$ cat src/rtl/router_pkg.sv
// Shared router types: flit format, buffer status and input-buffer RX states.
// The input buffer build option is ROUTER_IBUF_STATS_EN (see router_input_buffer).
package router_pkg;

  localparam int NUM_OF_PORTS    = 5;
  localparam int NUM_OF_FLITS    = 4;
  localparam int FLIT_DATA_BITS  = 16;
  localparam int FLIT_SIZE       = FLIT_DATA_BITS + 3;
  localparam int IBUF_DEPTH_PKTS = 2;

  typedef enum logic [1:0] {
    NONE_FLIT = 2'd0,
    HEAD_FLIT = 2'd1,
    BODY_FLIT = 2'd2,
    TAIL_FLIT = 2'd3
  } FLIT_TYPE_t;

  typedef struct packed {
    logic                      valid;
    FLIT_TYPE_t                flit_type;
    logic [FLIT_DATA_BITS-1:0] data;
  } FLIT_t;

  typedef enum logic [1:0] {
    PACKET_EMPTY    = 2'd0,
    PACKET_FILLING  = 2'd1,
    PACKET_RECEIVED = 2'd2,
    PACKET_SENT     = 2'd3
  } BUFFER_STATUS_t;

  typedef enum logic [1:0] {
    WAIT_HEAD  = 2'd0,
    WAIT_BODY1 = 2'd1,
    WAIT_BODY2 = 2'd2,
    WAIT_TAIL  = 2'd3
  } IBUF_RX_STATE_t;

  function automatic FLIT_TYPE_t ibuf_expected_type(input IBUF_RX_STATE_t s);
    case (s)
      WAIT_HEAD: return HEAD_FLIT;
      WAIT_TAIL: return TAIL_FLIT;
      default:   return BODY_FLIT;
    endcase
  endfunction

  // Flits of the partial packet already written when sitting in state s.
  function automatic logic [1:0] ibuf_partial_flits(input IBUF_RX_STATE_t s);
    case (s)
      WAIT_BODY1: return 2'd1;
      WAIT_BODY2: return 2'd2;
      WAIT_TAIL:  return 2'd3;
      default:    return 2'd0;
    endcase
  endfunction

endpackage

$ cat src/rtl/router_ibuf_mem.sv
// Flit storage for the input buffer: one synchronous write port, one
// asynchronous read port, no reset on the array.
module router_ibuf_mem #(
  parameter  int DEPTH = 8,
  parameter  int WIDTH = 19,
  localparam int AW    = $clog2(DEPTH)
) (
  input  logic             clk,
  input  logic             we_i,
  input  logic [AW-1:0]    waddr_i,
  input  logic [WIDTH-1:0] wdata_i,
  input  logic [AW-1:0]    raddr_i,
  output logic [WIDTH-1:0] rdata_o
);

  logic [WIDTH-1:0] mem_q [DEPTH];

  always_ff @(posedge clk) begin
    if (we_i) mem_q[waddr_i] <= wdata_i;
  end

  assign rdata_o = mem_q[raddr_i];

endmodule

$ cat src/rtl/router_input_buffer.sv
// Store-and-forward per-port input buffer with HEAD/BODY/BODY/TAIL checking.
// Define ROUTER_IBUF_STATS_EN to add saturating packet and error counters.
module router_input_buffer
  import router_pkg::*;
#(
  parameter int DEPTH_PKTS = IBUF_DEPTH_PKTS
) (
  input  logic                      clk,
  input  logic                      rst_n,
  input  FLIT_t                     in_flit,
  output logic                      in_ready,
  output FLIT_t                     out_flit,
  output logic                      out_req,
  input  logic                      out_ack,
  output logic [FLIT_DATA_BITS-1:0] route_addr,
  output BUFFER_STATUS_t            buf_status,
`ifdef ROUTER_IBUF_STATS_EN
  output logic [15:0]               stat_pkts_rx,
  output logic [15:0]               stat_err,
`endif
  output logic                      err_seq
);

  localparam int DEPTH = DEPTH_PKTS * NUM_OF_FLITS;
  localparam int AW    = $clog2(DEPTH);
  localparam int CW    = AW + 1;

  // Handshakes: a flit moves in when in_flit.valid && in_ready, and one flit
  // moves out when out_ack && out_req; neither side waits on the other.
  IBUF_RX_STATE_t   state_q, state_d;
  logic [AW-1:0]    wr_ptr_q, wr_ptr_d;
  logic [AW-1:0]    pkt_start_q, pkt_start_d;
  logic [AW-1:0]    rd_ptr_q, rd_ptr_d;
  logic [CW-1:0]    free_q, free_d;
  logic [CW-1:0]    pkt_cnt_q, pkt_cnt_d;
  logic [1:0]       rd_idx_q, rd_idx_d;
  logic             sent_q, sent_d;
  logic             err_q, err_d;

  FLIT_TYPE_t       exp_type;
  logic             accept;
  logic             type_ok;
  logic             pop;
  logic             tail_pop;
  logic             tail_acc;
  logic [CW-1:0]    n_written;
  logic [CW-1:0]    n_restored;
  logic             mem_we;
  logic [AW-1:0]    mem_waddr;
  logic [FLIT_SIZE-1:0] mem_rdata;

  // Space for a whole packet is reserved when its head is taken, so only
  // WAIT_HEAD looks at the free count.
  always_comb begin
    exp_type = ibuf_expected_type(state_q);
    in_ready = rst_n && ((state_q != WAIT_HEAD) || (free_q >= CW'(NUM_OF_FLITS)));
  end

  assign accept   = in_flit.valid && in_ready;
  assign type_ok  = (in_flit.flit_type == exp_type);
  assign pop      = out_ack && out_req;
  assign tail_pop = pop && (rd_idx_q == 2'd3);

  always_comb begin
    state_d     = state_q;
    wr_ptr_d    = wr_ptr_q;
    pkt_start_d = pkt_start_q;
    mem_we      = 1'b0;
    mem_waddr   = wr_ptr_q;
    n_written   = '0;
    n_restored  = '0;
    err_d       = 1'b0;
    tail_acc    = 1'b0;
    if (accept) begin
      if (type_ok) begin
        mem_we    = 1'b1;
        n_written = CW'(1);
        wr_ptr_d  = wr_ptr_q + AW'(1);
        case (state_q)
          WAIT_HEAD:  state_d = WAIT_BODY1;
          WAIT_BODY1: state_d = WAIT_BODY2;
          WAIT_BODY2: state_d = WAIT_TAIL;
          default: begin
            state_d     = WAIT_HEAD;
            tail_acc    = 1'b1;
            pkt_start_d = wr_ptr_q + AW'(1);
          end
        endcase
      end else begin
        // Rewind over the partial packet only; pkt_start_q always marks the
        // first slot after the last complete packet.
        err_d      = 1'b1;
        n_restored = CW'(ibuf_partial_flits(state_q));
        if (in_flit.flit_type == HEAD_FLIT) begin
          mem_we    = 1'b1;
          mem_waddr = pkt_start_q;
          n_written = CW'(1);
          wr_ptr_d  = pkt_start_q + AW'(1);
          state_d   = WAIT_BODY1;
        end else begin
          wr_ptr_d = pkt_start_q;
          state_d  = WAIT_HEAD;
        end
      end
    end
  end

  always_comb begin
    free_d    = free_q - n_written + n_restored + CW'(pop);
    pkt_cnt_d = pkt_cnt_q + CW'(tail_acc) - CW'(tail_pop);
    rd_ptr_d  = pop ? rd_ptr_q + AW'(1) : rd_ptr_q;
    rd_idx_d  = pop ? rd_idx_q + 2'd1 : rd_idx_q;
    sent_d    = tail_pop;
  end

  always_ff @(posedge clk or negedge rst_n) begin
    if (!rst_n) begin
      state_q     <= WAIT_HEAD;
      wr_ptr_q    <= '0;
      pkt_start_q <= '0;
      rd_ptr_q    <= '0;
      free_q      <= CW'(DEPTH);
      pkt_cnt_q   <= '0;
      rd_idx_q    <= '0;
      sent_q      <= 1'b0;
      err_q       <= 1'b0;
    end else begin
      state_q     <= state_d;
      wr_ptr_q    <= wr_ptr_d;
      pkt_start_q <= pkt_start_d;
      rd_ptr_q    <= rd_ptr_d;
      free_q      <= free_d;
      pkt_cnt_q   <= pkt_cnt_d;
      rd_idx_q    <= rd_idx_d;
      sent_q      <= sent_d;
      err_q       <= err_d;
    end
  end

  router_ibuf_mem #(
    .DEPTH (DEPTH),
    .WIDTH (FLIT_SIZE)
  ) u_mem (
    .clk     (clk),
    .we_i    (mem_we),
    .waddr_i (mem_waddr),
    .wdata_i (in_flit),
    .raddr_i (rd_ptr_q),
    .rdata_o (mem_rdata)
  );

  always_comb begin
    out_req    = (pkt_cnt_q != '0);
    out_flit   = out_req ? FLIT_t'(mem_rdata) : '0;
    route_addr = (out_req && out_flit.flit_type == HEAD_FLIT) ? out_flit.data : '0;
    if (pkt_cnt_q != '0)             buf_status = PACKET_RECEIVED;
    else if (state_q != WAIT_HEAD)   buf_status = PACKET_FILLING;
    else if (sent_q)                 buf_status = PACKET_SENT;
    else                             buf_status = PACKET_EMPTY;
  end

  assign err_seq = err_q;

`ifdef ROUTER_IBUF_STATS_EN
  logic [15:0] stat_pkts_q;
  logic [15:0] stat_err_q;

  always_ff @(posedge clk or negedge rst_n) begin
    if (!rst_n) begin
      stat_pkts_q <= '0;
      stat_err_q  <= '0;
    end else begin
      if (tail_acc && stat_pkts_q != 16'hFFFF) stat_pkts_q <= stat_pkts_q + 16'd1;
      if (err_d && stat_err_q != 16'hFFFF)     stat_err_q  <= stat_err_q + 16'd1;
    end
  end

  assign stat_pkts_rx = stat_pkts_q;
  assign stat_err     = stat_err_q;
`endif

endmodule

$ cat config.mk
export PLATFORM = sky130hd
export DESIGN_NAME = router_input_buffer
export DESIGN_NICKNAME = d
export VERILOG_FILES = /design/src/rtl/router_pkg.sv /design/src/rtl/router_ibuf_mem.sv /design/src/rtl/router_input_buffer.sv
export SDC_FILE = /design/constraint.sdc
export NUM_CORES = 1
export LEC_CHECK = 0
export BUFFER_PORTS_ARGS = -buffer_cell sky130_fd_sc_hd__buf_2
export CAP_MARGIN = 20
export CELL_PAD_IN_SITES_DETAIL_PLACEMENT = 0
export CELL_PAD_IN_SITES_GLOBAL_PLACEMENT = 2
export CORE_UTILIZATION = 40
export DETAILED_ROUTE_END_ITERATION = 8
export PLACE_DENSITY = 0.87
export SLEW_MARGIN = 40
export SYNTH_ARGS = -nofsm -noshare
export SYNTH_HDL_FRONTEND = slang
export SYNTH_SLANG_ARGS = --single-unit
$ cat constraint.sdc
create_clock -name clk -period 3.1 [get_ports clk]
set_clock_uncertainty 0.1 [all_clocks]
set_input_delay 0.31 -clock clk [delete_from_list [all_inputs] [get_ports clk]]
set_output_delay 0.31 -clock clk [all_outputs]
set_load 0.01 [all_outputs]
==> results.py <==
metrics = {
    "floorplan": {
        "die_h_um": 141,
        "core-area_um2": 18800,
        "die_area_um2": 19900,
        "num_rows": 50,
        "initial_core_util_pct": 41.0,
        "pin_count": 62,
        "die_w_um": 141,
    },
    "logic_synthesis": {
        "synth_edf_count": 152,
        "ys_ff_latch": 175,
        "synthArstFlopShare_pct": 13.1,
        "synth_area_leaders": "edfxtp_1 (59%), mux2i_1 (9.6%), dfrtp_1 (7.1%), ha_1 (3.2%), a22oi_1 (3.1%)",
        "synth_area_leader_cell": "edfxtp_1",
        "ys.flop_type": "edfxtp_1",
        "yosysUniqueCellTypes": 50,
        "synth_commonest_cells": "edfxtp_1 (152), mux2i_1 (74), a22oi_1 (32)",
        "yosysMostFrequentCell": "edfxtp_1",
        "synth_top_area_share_pct": 59.1,
        "syn-num-nets": 534,
        "post_synth.cell_area_avg_um2": 15.8,
        "ys_seq_area_share_pct": 66.6,
        "syn_area_um2": 7720,
        "syn_inst": 489,
        "synth_warnings": 0,
    },
    "timing": {
        "tns_ps": 0,
        "finalSetupViolCount": 0,
        "max_slew_margin_pct": 45.0,
        "fmax_mhz": 340,
        "drv_slew": 0,
        "fin_hold_ws_ps": 44.4,
        "setup_slack_ps": 163,
        "period_needed_ps": 2940,
        "grt_setup_unrepaired": "false",
        "finalCritPeriodShare_pct": 94.8,
        "tightest_slew_ps": 817,
        "finalHoldViolCount": 0,
    },
    "grt": {
        "antenna_found_initial": 0,
        "grt_overflow": 0,
        "grt.total_usage_pct": 16.9,
        "grt_pass1_wl_mm": 24.5,
        "grt_max_degree": 34,
        "grt_pass1_vias": 4477,
    },
    "final_layout": {
        "syn_to_final_growth_pct": 16.0,
        "n_antenna_cell": 0,
        "final_layout_size_suffix_gt1_share_pct": 25.0,
        "fin_util_pct": 47.6,
        "design_area_um2": 8960,
        "finalNonFillerCells": 847,
        "finalNetCount": 620,
    },
    "clock_network": {
        "cts-buffers-inserted": 17,
        "cts_max_level": 4,
        "clkTransAtPathRegs_ps": 60,
        "cts.sinks": 175,
        "cts_tree": "yes",
        "cts_root_buffer": "clkbuf_16",
        "ctsLongestPathBuffers": 2,
        "post_cts_buffers": 0,
        "clkLatencyLatePin_ps": 430,
    },
    "pwr": {
        "swShare_pct": 34.6,
        "seqPwrFrac_pct": 36.5,
        "comb_power_share_pct": 38.7,
        "pwr_density_cell_nw_per_um2": 926,
        "power.switching_mw": 2.87,
        "intPower_mw": 5.43,
        "clockPowerShare_pct": 24.8,
        "power.total_mw": 8.30,
        "ir_drop_mv": 0.443,
        "cellLeakagePower_nw": 3.45,
    },
    "critical_path": {
        "reg2reg_setup_slack_ps": 200,
        "startpoint_type": "register",
        "critPathSlowestCell": "dfrtp_4",
        "cp.required_ps": 2690,
        "critical_path_class": "register to output port",
        "critPathCaptureType": "output port",
        "critical_path.max_stage_delay_ps": 590,
        "crit_fanout": 17,
        "path_cells": "mux2i_1 -> a211oi_1 -> a22oi_2 -> buf_4 -> a21boi_1 -> buf_2",
        "cp.arrival_ps": 2530,
    },
    "place": {
        "post_dp_cell_area_um2": 8370,
        "hpwl_mm": 10.3,
        "dp.cells": 815,
        "place_congestion": 0.798,
        "place_ws_ps": 210,
        "port_buffers": 61,
    },
    "flow_run": {
        "drv_cap": 0,
    },
    "status": {
        "status": "completed",
    },
    "drt": {
        "ant_nets": 0,
        "drt_first_pass_iters": 4,
        "wl_per_cell_um": 18.8,
        "totalWireLength_mm": 15.9,
        "drcViolationCount": 0,
        "via_count": 4365,
        "avgViaCountPerCell": 5.15,
        "drt_iter0_drc": 241,
    },
    "min_path": {
        "hp-class": "input pin to register",
    },
}
==> worst max-delay path: cells and delay by family, from the launching register on <==
| family | cells | cell delay (ps) |
|---|---|---|
| AO/OA/AOI/OAI | 3 | 750 |
| buffers and inverters | 2 | 440 |
| flip-flops | 1 | 590 |
| multiplexers | 1 | 320 |
==> per-layer routing <==
layer	track usage (%)	share of wire [%]	up-vias
met5	0	0	-
met4	6.35	1.7	0
met3	3.91	4.9	30
met2	28.7	51	103
met1	21.1	43	2187
li1	-	-	2045
==> area by class of cell <==
type | instances | area [µm²]
clock buffers | 19 | 433
multi-input cells | 265 | 2290
flip-flops and latches | 175 | 5140
repair buffers | 91 | 533
well taps | 260 | 325
clock inverters | 12 | 136
inverters | 25 | 93.8
fillers | 1633 | 9870
==> power groups by stage <==
stage	clock (mW)	sequential, mW	combinational, mW
after floorplan	0	2.96	2.47
after detailed placement	0	3.08	3.23
final	2.06	3.03	3.21
after global routing	2.20	3.06	3.52
after global placement	0	3.07	3.13
after CTS	2.10	3.03	3.25
==> state kept, by name, indices dropped and copies added (netlist names) <==
register / flops
u_mem.mem_q: 152
free_q: 4
pkt_cnt_q: 4
pkt_start_q: 3
rd_ptr_q: 3
wr_ptr_q: 3
rd_idx_q: 2
state_q: 2
err_seq: 1
sent_q: 1
==> cell usage in the layout (no fill, tap or decap), drive strengths merged, types with 2 or more instances in the layout <==
cell type | synthesis | final
mux2 | 4 | 4
ha | 20 | 20
mux2i | 74 | 74
buf | 21 | 90
nand2 | 10 | 10
fa | 3 | 3
nor2b | 6 | 6
xor2 | 2 | 2
and3 | 17 | 17
a2111oi | 2 | 2
clkinv | 0 | 5
a211oi | 3 | 3
inv | 25 | 28
clkinvlp | 0 | 2
edfxtp | 152 | 152
mux4 | 4 | 4
nand4 | 2 | 2
and2 | 3 | 3
a21oi | 14 | 14
dfrtp | 22 | 22
a21boi | 17 | 17
o21ai | 9 | 9
or4 | 2 | 2
bufinv | 0 | 2
nand3 | 3 | 3
nor2 | 14 | 14
xnor2 | 10 | 10
clkbuf | 3 | 19
a22oi | 33 | 33
a21o | 2 | 2
==> final timing paths <==
| path | endpoint | startpoint | depth (start not counted) |
|---|---|---|---|
| min reg2reg | rd_idx_q[0] | rd_idx_q[0] | 1 |
| min in group asynchronous | free_q[2] | rst_n | 3 |
| max | route_addr[8] | rd_ptr_q[1] | 6 |
| min | u_mem.mem_q[5][5] | in_flit[5] | 1 |
| max in group asynchronous | free_q[3] | rst_n | 3 |
| max reg2reg | free_q[1] | state_q[0] | 12 |
==> what timing repair did <==
action,4_1_cts,5_1_grt
endpoints found under the hold margin,22,0
hold buffers,1,0
resized for setup,0,1
setup endpoints to repair,0,1
==> cells by family after synthesis <==
| kind of cell | after synthesis | synth area share, % |
|---|---|---|
| flip-flops | 175 | 66.6 |
| AO/OA/AOI/OAI | 86 | 7.91 |
| multiplexers | 82 | 11.3 |
| AND/OR/NAND/NOR | 62 | 4.41 |
| buffers and inverters | 49 | 4.18 |
| adder cells (fa/ha/maj) | 23 | 4.02 |
| XOR/XNOR | 12 | 1.56 |
(Power assumes the default switching activity.)
